## config.mk

```make
export PLATFORM = sky130hd
export DESIGN_NAME = fwd_scoreboard
export DESIGN_NICKNAME = d
export VERILOG_FILES = /design/src/rtl/fwd_scoreboard.sv
export SDC_FILE = /design/constraint.sdc
export NUM_CORES = 1
export LEC_CHECK = 0
export ABC_AREA = 1
export BUFFER_PORTS_ARGS = -buffer_cell sky130_fd_sc_hd__buf_2
export CAP_MARGIN = 25
export CORE_ASPECT_RATIO = 2
export CORE_MARGIN = 2
export CORE_UTILIZATION = 57
export DETAILED_ROUTE_END_ITERATION = 10
export PLACE_DENSITY = 0.82
export SYNTH_ARGS = -nofsm -noshare
export SYNTH_HDL_FRONTEND = slang
export SYNTH_SLANG_ARGS = --single-unit
```

## constraint.sdc

```tcl
create_clock -name clk -period 4.1 [get_ports clk]
set_input_delay 0.205 -clock clk [delete_from_list [all_inputs] [get_ports clk]]
set_output_delay 0.205 -clock clk [all_outputs]
set_load 0.02 [all_outputs]
```

## src/rtl/fwd_scoreboard.sv

```systemverilog
// Forwarding/hazard scoreboard: tracks destination tags of in-flight instructions from EX
// onward, drives EX operand forward selects, MEM store-data forwarding and load-use stalls.
module fwd_scoreboard #(
   parameter  int REG_W    = 4,
   parameter  int NUM_SRC  = 2,
   parameter  int DEPTH    = 2,
   parameter  int LD_AVAIL = 2,
   parameter  int CNT_W    = 16,
   localparam int SEL_W    = $clog2(DEPTH + 1)
) (
   input  logic                     clk,
   input  logic                     rst_n,
   input  logic                     issue_vld,
   input  logic [REG_W-1:0]         issue_dst,
   input  logic                     issue_we,
   input  logic                     issue_ld,
   input  logic                     issue_st,
   input  logic [NUM_SRC*REG_W-1:0] issue_src,
   input  logic [NUM_SRC-1:0]       issue_src_vld,
   input  logic                     flush,
   output logic                     stall,
   output logic [NUM_SRC*SEL_W-1:0] fwd_sel,
   output logic                     fwd_mem,
   output logic [CNT_W-1:0]         stall_cnt
);

   // Slot 0 is the instruction in EX; slot k is k stages later.
   logic                     slot_vld_q  [0:DEPTH];
   logic                     slot_vld_d  [0:DEPTH];
   logic [REG_W-1:0]         slot_dst_q  [0:DEPTH];
   logic [REG_W-1:0]         slot_dst_d  [0:DEPTH];
   logic                     slot_we_q   [0:DEPTH];
   logic                     slot_we_d   [0:DEPTH];
   logic                     slot_ld_q   [0:DEPTH];
   logic                     slot_ld_d   [0:DEPTH];
   logic                     slot_st_q   [0:DEPTH];
   logic                     slot_st_d   [0:DEPTH];
   logic [NUM_SRC*REG_W-1:0] slot_src_q  [0:DEPTH];
   logic [NUM_SRC*REG_W-1:0] slot_src_d  [0:DEPTH];
   logic [NUM_SRC-1:0]       slot_srcv_q [0:DEPTH];
   logic [NUM_SRC-1:0]       slot_srcv_d [0:DEPTH];

   logic [NUM_SRC*SEL_W-1:0] fwd_sel_q;
   logic [NUM_SRC*SEL_W-1:0] fwd_sel_d;
   logic                     fwd_mem_q;
   logic                     fwd_mem_d;
   logic [CNT_W-1:0]         stall_cnt_q;
   logic [CNT_W-1:0]         stall_cnt_d;
   logic                     hazard_s;
   logic                     stall_s;

   function automatic logic is_prod(input logic vld, input logic we, input logic [REG_W-1:0] dst);
      return vld & we & (dst != {REG_W{1'b0}});
   endfunction

   // Load-use hazard: youngest matching producer is a load whose data is not yet forwardable
   always_comb begin
      logic             hit;
      logic             hit_now;
      logic             late;
      logic             exempt;
      logic [REG_W-1:0] src;
      hazard_s = 1'b0;
      hit      = 1'b0;
      hit_now  = 1'b0;
      late     = 1'b0;
      exempt   = 1'b0;
      src      = {REG_W{1'b0}};
      for (int i = 0; i < NUM_SRC; i++) begin
         src = issue_src[i*REG_W +: REG_W];
         hit = 1'b0;
         for (int j = 0; j < DEPTH; j++) begin
            hit_now = ~hit & issue_src_vld[i]
                    & is_prod(slot_vld_q[j], slot_we_q[j], slot_dst_q[j])
                    & (slot_dst_q[j] == src);
            late    = (j + 1 < LD_AVAIL);
            // Store data from a load just ahead is picked up later by the MEM-to-MEM path.
            exempt  = (LD_AVAIL == 2) & (i == 1) & issue_st & (j == 0);
            hazard_s = hazard_s | (hit_now & slot_ld_q[j] & late & ~exempt);
            hit      = hit | hit_now;
         end
      end
      stall_s = hazard_s & issue_vld & ~flush;
   end

   // Next slot contents: shift everything down, load EX with the issuing instruction or a bubble
   always_comb begin
      for (int k = 1; k <= DEPTH; k++) begin
         slot_vld_d[k]  = slot_vld_q[k-1];
         slot_dst_d[k]  = slot_dst_q[k-1];
         slot_we_d[k]   = slot_we_q[k-1];
         slot_ld_d[k]   = slot_ld_q[k-1];
         slot_st_d[k]   = slot_st_q[k-1];
         slot_src_d[k]  = slot_src_q[k-1];
         slot_srcv_d[k] = slot_srcv_q[k-1];
      end
      if (issue_vld & ~stall_s & ~flush) begin
         slot_vld_d[0]  = 1'b1;
         slot_dst_d[0]  = issue_dst;
         slot_we_d[0]   = issue_we;
         slot_ld_d[0]   = issue_ld;
         slot_st_d[0]   = issue_st;
         slot_src_d[0]  = issue_src;
         slot_srcv_d[0] = issue_src_vld;
      end else begin
         slot_vld_d[0]  = 1'b0;
         slot_dst_d[0]  = {REG_W{1'b0}};
         slot_we_d[0]   = 1'b0;
         slot_ld_d[0]   = 1'b0;
         slot_st_d[0]   = 1'b0;
         slot_src_d[0]  = {(NUM_SRC*REG_W){1'b0}};
         slot_srcv_d[0] = {NUM_SRC{1'b0}};
      end
   end

   // Forward selects computed from next-state slots so the outputs come straight from flops
   always_comb begin
      logic             hit;
      logic             hit_now;
      logic [REG_W-1:0] src;
      logic [SEL_W-1:0] sel;
      fwd_sel_d = {(NUM_SRC*SEL_W){1'b0}};
      hit       = 1'b0;
      hit_now   = 1'b0;
      src       = {REG_W{1'b0}};
      sel       = {SEL_W{1'b0}};
      for (int i = 0; i < NUM_SRC; i++) begin
         src = slot_src_d[0][i*REG_W +: REG_W];
         hit = 1'b0;
         sel = {SEL_W{1'b0}};
         for (int k = 1; k <= DEPTH; k++) begin
            hit_now = ~hit & slot_vld_d[0] & slot_srcv_d[0][i]
                    & is_prod(slot_vld_d[k], slot_we_d[k], slot_dst_d[k])
                    & (slot_dst_d[k] == src);
            // A load whose data is not ready yet is never selected; the youngest match still blocks older ones.
            sel = hit_now ? ((slot_ld_d[k] && (k < LD_AVAIL)) ? {SEL_W{1'b0}} : SEL_W'(k)) : sel;
            hit = hit | hit_now;
         end
         fwd_sel_d[i*SEL_W +: SEL_W] = sel;
      end
      fwd_mem_d = slot_vld_d[1] & slot_st_d[1] & slot_srcv_d[1][1]
                & is_prod(slot_vld_d[2], slot_we_d[2], slot_dst_d[2])
                & (slot_dst_d[2] == slot_src_d[1][REG_W +: REG_W]);
   end

   // Saturating stall cycle counter
   always_comb begin
      if (stall_s && (stall_cnt_q != {CNT_W{1'b1}})) begin
         stall_cnt_d = stall_cnt_q + {{(CNT_W-1){1'b0}}, 1'b1};
      end else begin
         stall_cnt_d = stall_cnt_q;
      end
   end

   // State registers
   always_ff @(posedge clk or negedge rst_n) begin
      if (!rst_n) begin
         for (int k = 0; k <= DEPTH; k++) begin
            slot_vld_q[k]  <= 1'b0;
            slot_dst_q[k]  <= {REG_W{1'b0}};
            slot_we_q[k]   <= 1'b0;
            slot_ld_q[k]   <= 1'b0;
            slot_st_q[k]   <= 1'b0;
            slot_src_q[k]  <= {(NUM_SRC*REG_W){1'b0}};
            slot_srcv_q[k] <= {NUM_SRC{1'b0}};
         end
         fwd_sel_q   <= {(NUM_SRC*SEL_W){1'b0}};
         fwd_mem_q   <= 1'b0;
         stall_cnt_q <= {CNT_W{1'b0}};
      end else begin
         for (int k = 0; k <= DEPTH; k++) begin
            slot_vld_q[k]  <= slot_vld_d[k];
            slot_dst_q[k]  <= slot_dst_d[k];
            slot_we_q[k]   <= slot_we_d[k];
            slot_ld_q[k]   <= slot_ld_d[k];
            slot_st_q[k]   <= slot_st_d[k];
            slot_src_q[k]  <= slot_src_d[k];
            slot_srcv_q[k] <= slot_srcv_d[k];
         end
         fwd_sel_q   <= fwd_sel_d;
         fwd_mem_q   <= fwd_mem_d;
         stall_cnt_q <= stall_cnt_d;
      end
   end

   assign stall     = stall_s;
   assign fwd_sel   = fwd_sel_q;
   assign fwd_mem   = fwd_mem_q;
   assign stall_cnt = stall_cnt_q;

endmodule

```

After elaboration in Yosys (flattened, before gate mapping)
Index checks and enable logic that the tools add are counted.

Flip-flop bits (word level): 45. Output and inout bits: 22. Logic and storage cells: 76.

Add/subtract/negate cells: 1. Eq/ne operators: 8. Multiplexer cells: 12. Bitwise logic cells: 39. Reductions and logical operators: 3.

Operator list (number): bitwise AND 1 bit (33); equality test 4 bit (7); adder 16 x 1 -> 16 bit (second input constant) (1); inequality test 16 bit (second input constant) (1); 2-to-1 mux 2 bit (4); 2-to-1 mux 8 bit (1); nonzero test 4 bit (2); 2-to-1 mux 1 bit (6); NOT 1 bit (5); 2-to-1 mux 4 bit (1); logical AND 1 bit (1); bitwise OR 1 bit (1).

Depth between registers and ports, before layout
Depth in word-level cells: 22. Gate-level depth with buffers: 15. Mapped depth without buffers: 14.

Least setup slack after synthesis
No wires, ideal clock.

Path type: register to register. From: reg stall_cnt_q[0] (netlist: stall_cnt[0]). To: reg stall_cnt_q[5] (netlist: stall_cnt[5]). Data arrival time: 1.759 ns. Data required time: 3.966 ns. Slack: 2.208 ns. Stages on the path, launching flop included: 12. Path buffers: 0. Cells stage by stage: dfrtp_1 > ha_1 > nand3_1 > inv_1 > nand2_1 > nor2_1 > inv_1 > nor3_2 > a21oi_4 > nand2_2 > nor2_2 > xor2_1.

Cells in the longest elaborated chain, start to end: 2. Elaborated cells on any way between the ends: 3.

RTL lines: from (decl) (line 47) `logic [CNT_W-1:0] stall_cnt_q;`; from (signal assigned) (line 169) `stall_cnt_q <= {CNT_W{1'b0}};`; from (signal assigned) (line 182) `stall_cnt_q <= stall_cnt_d;`; parallel branches: the longest is 2 deep, another holds adder 16 x 1 -> 16 bit.

Several ways; the timed one is not identified. A chain may end at the register's enable or synchronous reset.

Worst setup path after layout
From: reg slot_dst_q (netlist bit slot_dst_d[7]). To: out stall.

Cells in the longest elaborated chain, start to end: 9. Elaborated cells on any way between the ends: 14.

RTL lines: from (decl) (line 30) `logic [REG_W-1:0] slot_dst_q [0:DEPTH];`; from (signal, indexed assignment) (line 160) `slot_dst_q[k] <= {REG_W{1'b0}};`; from (signal, indexed assignment) (line 173) `slot_dst_q[k] <= slot_dst_d[k];`; nonzero test 4 bit (line 53) `return vld & we & (dst != {REG_W{1'b0}});`; bitwise AND 1 bit (line 53); bitwise AND 1 bit (line 74) `& is_prod(slot_vld_q[j], slot_we_q[j], slot_dst_q[j])`; bitwise AND 1 bit (line 75) `& (slot_dst_q[j] == src);`; bitwise AND 1 bit (2 in a row) (line 79) `hazard_s = hazard_s | (hit_now & slot_ld_q[j] & late & ~exempt);`; bitwise OR 1 bit (*) (line 79); bitwise AND 1 bit (*) (2 in a row) (line 83) `stall_s = hazard_s & issue_vld & ~flush;`; to (decl) (line 21) `output logic stall,`.

Mark *: on every way between the ends. The rest lies on a longest branch, timed or not.

==> reports/qor.yml <==
floorplanning:
  die_y_um: 92.4
  core_um2: 3800
  die_x_um: 48.2
  io_pins: 43
  start_util: 0.585
  num_rows: 32
  dieArea_um2: 4450
global_route:
  grt_usage: 0.290
  grt-ovfl-total: 0
  grt_max_degree: 41
  first_global_vias: 2044
  grt_antenna_before_repair: 0
  grt_pass1_wl_um: 9090
clock_tree:
  clockRootBuffer: "clkbuf_8"
  cts_sinks: 40
  cts_tree: "yes"
  clk_pin_slew_ns: 0.09
  numCtsBuffers: 5
  htree_levels: 2
  clock_latency_ns: 0.30
  clockBufferDepth: 2
  cts_setup_buffers: 0
  hold_buffers: 0
  cts-resized-gates: 0
place:
  dp_hpwl_um: 4350
  routabilityCongestion: 0.873
  portBuffers: 42
layout:
  layout.nets: 358
  n_antenna_cell: 0
  areaGrowthSynthToFinish_pct: 16.5
  drive_above_1_share: 0.190
detailed_routing:
  routed_wl_um: 5530
  wl_met2_um: 3140
  via_per_inst: 5.34
  drt_first_pass_iters: 6
  vias: 2071
  met3_length_um: 212
  drcViolationCount: 0
  detail-route-antenna-nets: 0
  wl_met1_um: 1850
  highest_layer: "met4"
  drt_iter0_drc: 48
  wl_per_cell_um: 14.3
synth:
  ys_seq_elements: 40
  synth_area_um2: 2220
  synth_warnings: 0
  synth_nets: 313
  yosysTopAreaCellShare: 0.450
  synth-seq-area-share: 0.450
  avgSynthCellArea_um2: 7.64
  syn_inst: 291
  yosys-top-cells-area: "dfrtp_1 (45%), nand2_1 (11%), inv_1 (7.4%)"
  ys_types: 28
  synth_top_cell_by_area: "dfrtp_1"
critical_path:
  r2r_end: "fwd_sel[3]"
  cp_max_fo: 20
  slowest_stage: "dfrtp_1"
  end_kind: "output pin"
  worst_r2r_path_depth: 13
  start_kind: "register"
  r2r-start: "slot_dst_d[5]"
  rrSetupSlack_ns: 1.80
  cp.arrival_ns: 2.17
  path_cells: "inv_2 > nand2_2 > nand2_2 > nor2_2 > nand3_1 > nand2_1 > nand2_1 > inv_1 > buf_2"
  max_stage_delay_ns: 0.48
  required_ns: 3.89
  critPathKind: "register to output pin"
sta:
  slew-limit-headroom: 0.417
  slew_violations: 0
  skew_ns: 0.00790
  tns_ns: 0
  post-route-period-util: 0.579
  finalSetupViolations: 0
  hold_viol_final: 0
  worstMarginPinSlew_ns: 0.875
  rsz0062_at_grt: "false"
  fmaxAchievable_mhz: 421
  min_period_ns: 2.37
  whs_ns: 0.0104
status:
  status: "complete, no violations"
pwr:
  vdd_drop_max_mv: 0.357
  power_per_cell_area_nw_per_um2: 314
  power_leakage_nw: 1.40
min_path:
  min_path_type: "primary input to async pin"
job:
  drv_cap: 0
critical path, delay by kind of cell (launching register included):
| family | cells | cell delay [ns] |
|---|---|---|
| and+or+nand+nor | 6 | 0.84 |
| DFF | 1 | 0.48 |
| buffers and inverters | 3 | 0.54 |
synth_stat cells, drive strengths merged:
cell type and instances:
xnor2 7, xor2 13, nor3b 1, nand4 17, nor2 43, buf 2, nor4 3, nor3 5
o21ai 8, inv 47, dfrtp 40, ha 1, nand3b 2, nand2 71, a21oi 5, o22ai 1
and3 1, nand3 21, a221oi 1, clkbuf 2
final cells by class:
cell class | instances | area, um^2
tap | 51 | 63.8
timing repair buffer | 42 | 210
sequential | 40 | 1000
inverter | 47 | 176
multi-input combinational | 200 | 1020
fill | 339 | 1210
clock buffer | 5 | 68.8
clock inverter | 3 | 47.5
layer usage:
metal,global-route usage,vias to the layer above
met3,0.0429,23
li1,-,1010
met1,0.292,963
met4,0.180,0
met2,0.502,75
met5,0,-
registers in the layout, summed over array words and instances, names as in the netlist:
name and flops:
stall_cnt 16, slot_dst_d 8, fwd_sel 4, slot_src_d 4
slot_vld_d 2, slot_we_d 2, fwd_mem 1, slot_ld_d 1
slot_srcv_d 1, slot_st_d 1
kinds of logic after synthesis:
group / after synthesis / synth area share
adders and majority gates: 1 / 0.00562
DFF: 40 / 0.450
and+or+nand+nor: 164 / 0.335
xor gates and xnor gates: 20 / 0.0787
AOI/OAI and AO/OA: 15 / 0.0411
buffers and inverters: 51 / 0.0900
cell usage in the layout (no fill, tap or decap), types with 3 or more instances in the layout:
cell type  count
nand2_1       66
inv_1         44
buf_2         42
dfrtp_1       40
nor2_1        39
nand3_1       21
nand4_1       17
xor2_1        13
xnor2_1        7
o21ai_0        6
nand2_2        5
clkbuf_8       5
a21oi_1        4
nor3_1         4
inv_2          3
nor2_2         3
nor4_1         3
through the flow:
stage	util	area, um^2	cells	power [mW]	setup slack, ns
global route	0.681	2590	388	0.846	1.54
detailed placement	0.651	2470	380	0.486	1.77
floorplan	-	2220	291	0.453	2.21
global placement	0.651	2470	380	0.485	1.83
finish	0.681	2590	388	0.814	1.73
CTS	0.681	2590	388	0.821	1.73
how the worst max path moves through the flow:
stage | cells past startpoint | end | from
2_1_floorplan | 11 | stall_cnt[5] | stall_cnt[0]
3_3_place_gp | 9 | stall_cnt[5] | flush
3_5_place_dp | 10 | stall_cnt[10] | issue_vld
4_1_cts | 9 | stall | slot_dst_d[7]
5_1_grt | 9 | stall | slot_dst_d[5]
6_report | 9 | stall | slot_dst_d[7]
power breakdown:
| part | internal (mW) | leakage (nW) | switching, mW | total [mW] |
|---|---|---|---|---|
| clock network | 0.183 | 0.0583 | 0.153 | 0.337 |
| logic | 0.0238 | 0.812 | 0.0455 | 0.0693 |
| registers | 0.402 | 0.532 | 0.00696 | 0.408 |
| total | 0.609 | 1.40 | 0.206 | 0.814 |
Note: power is estimated with default switching activity, not from simulation.
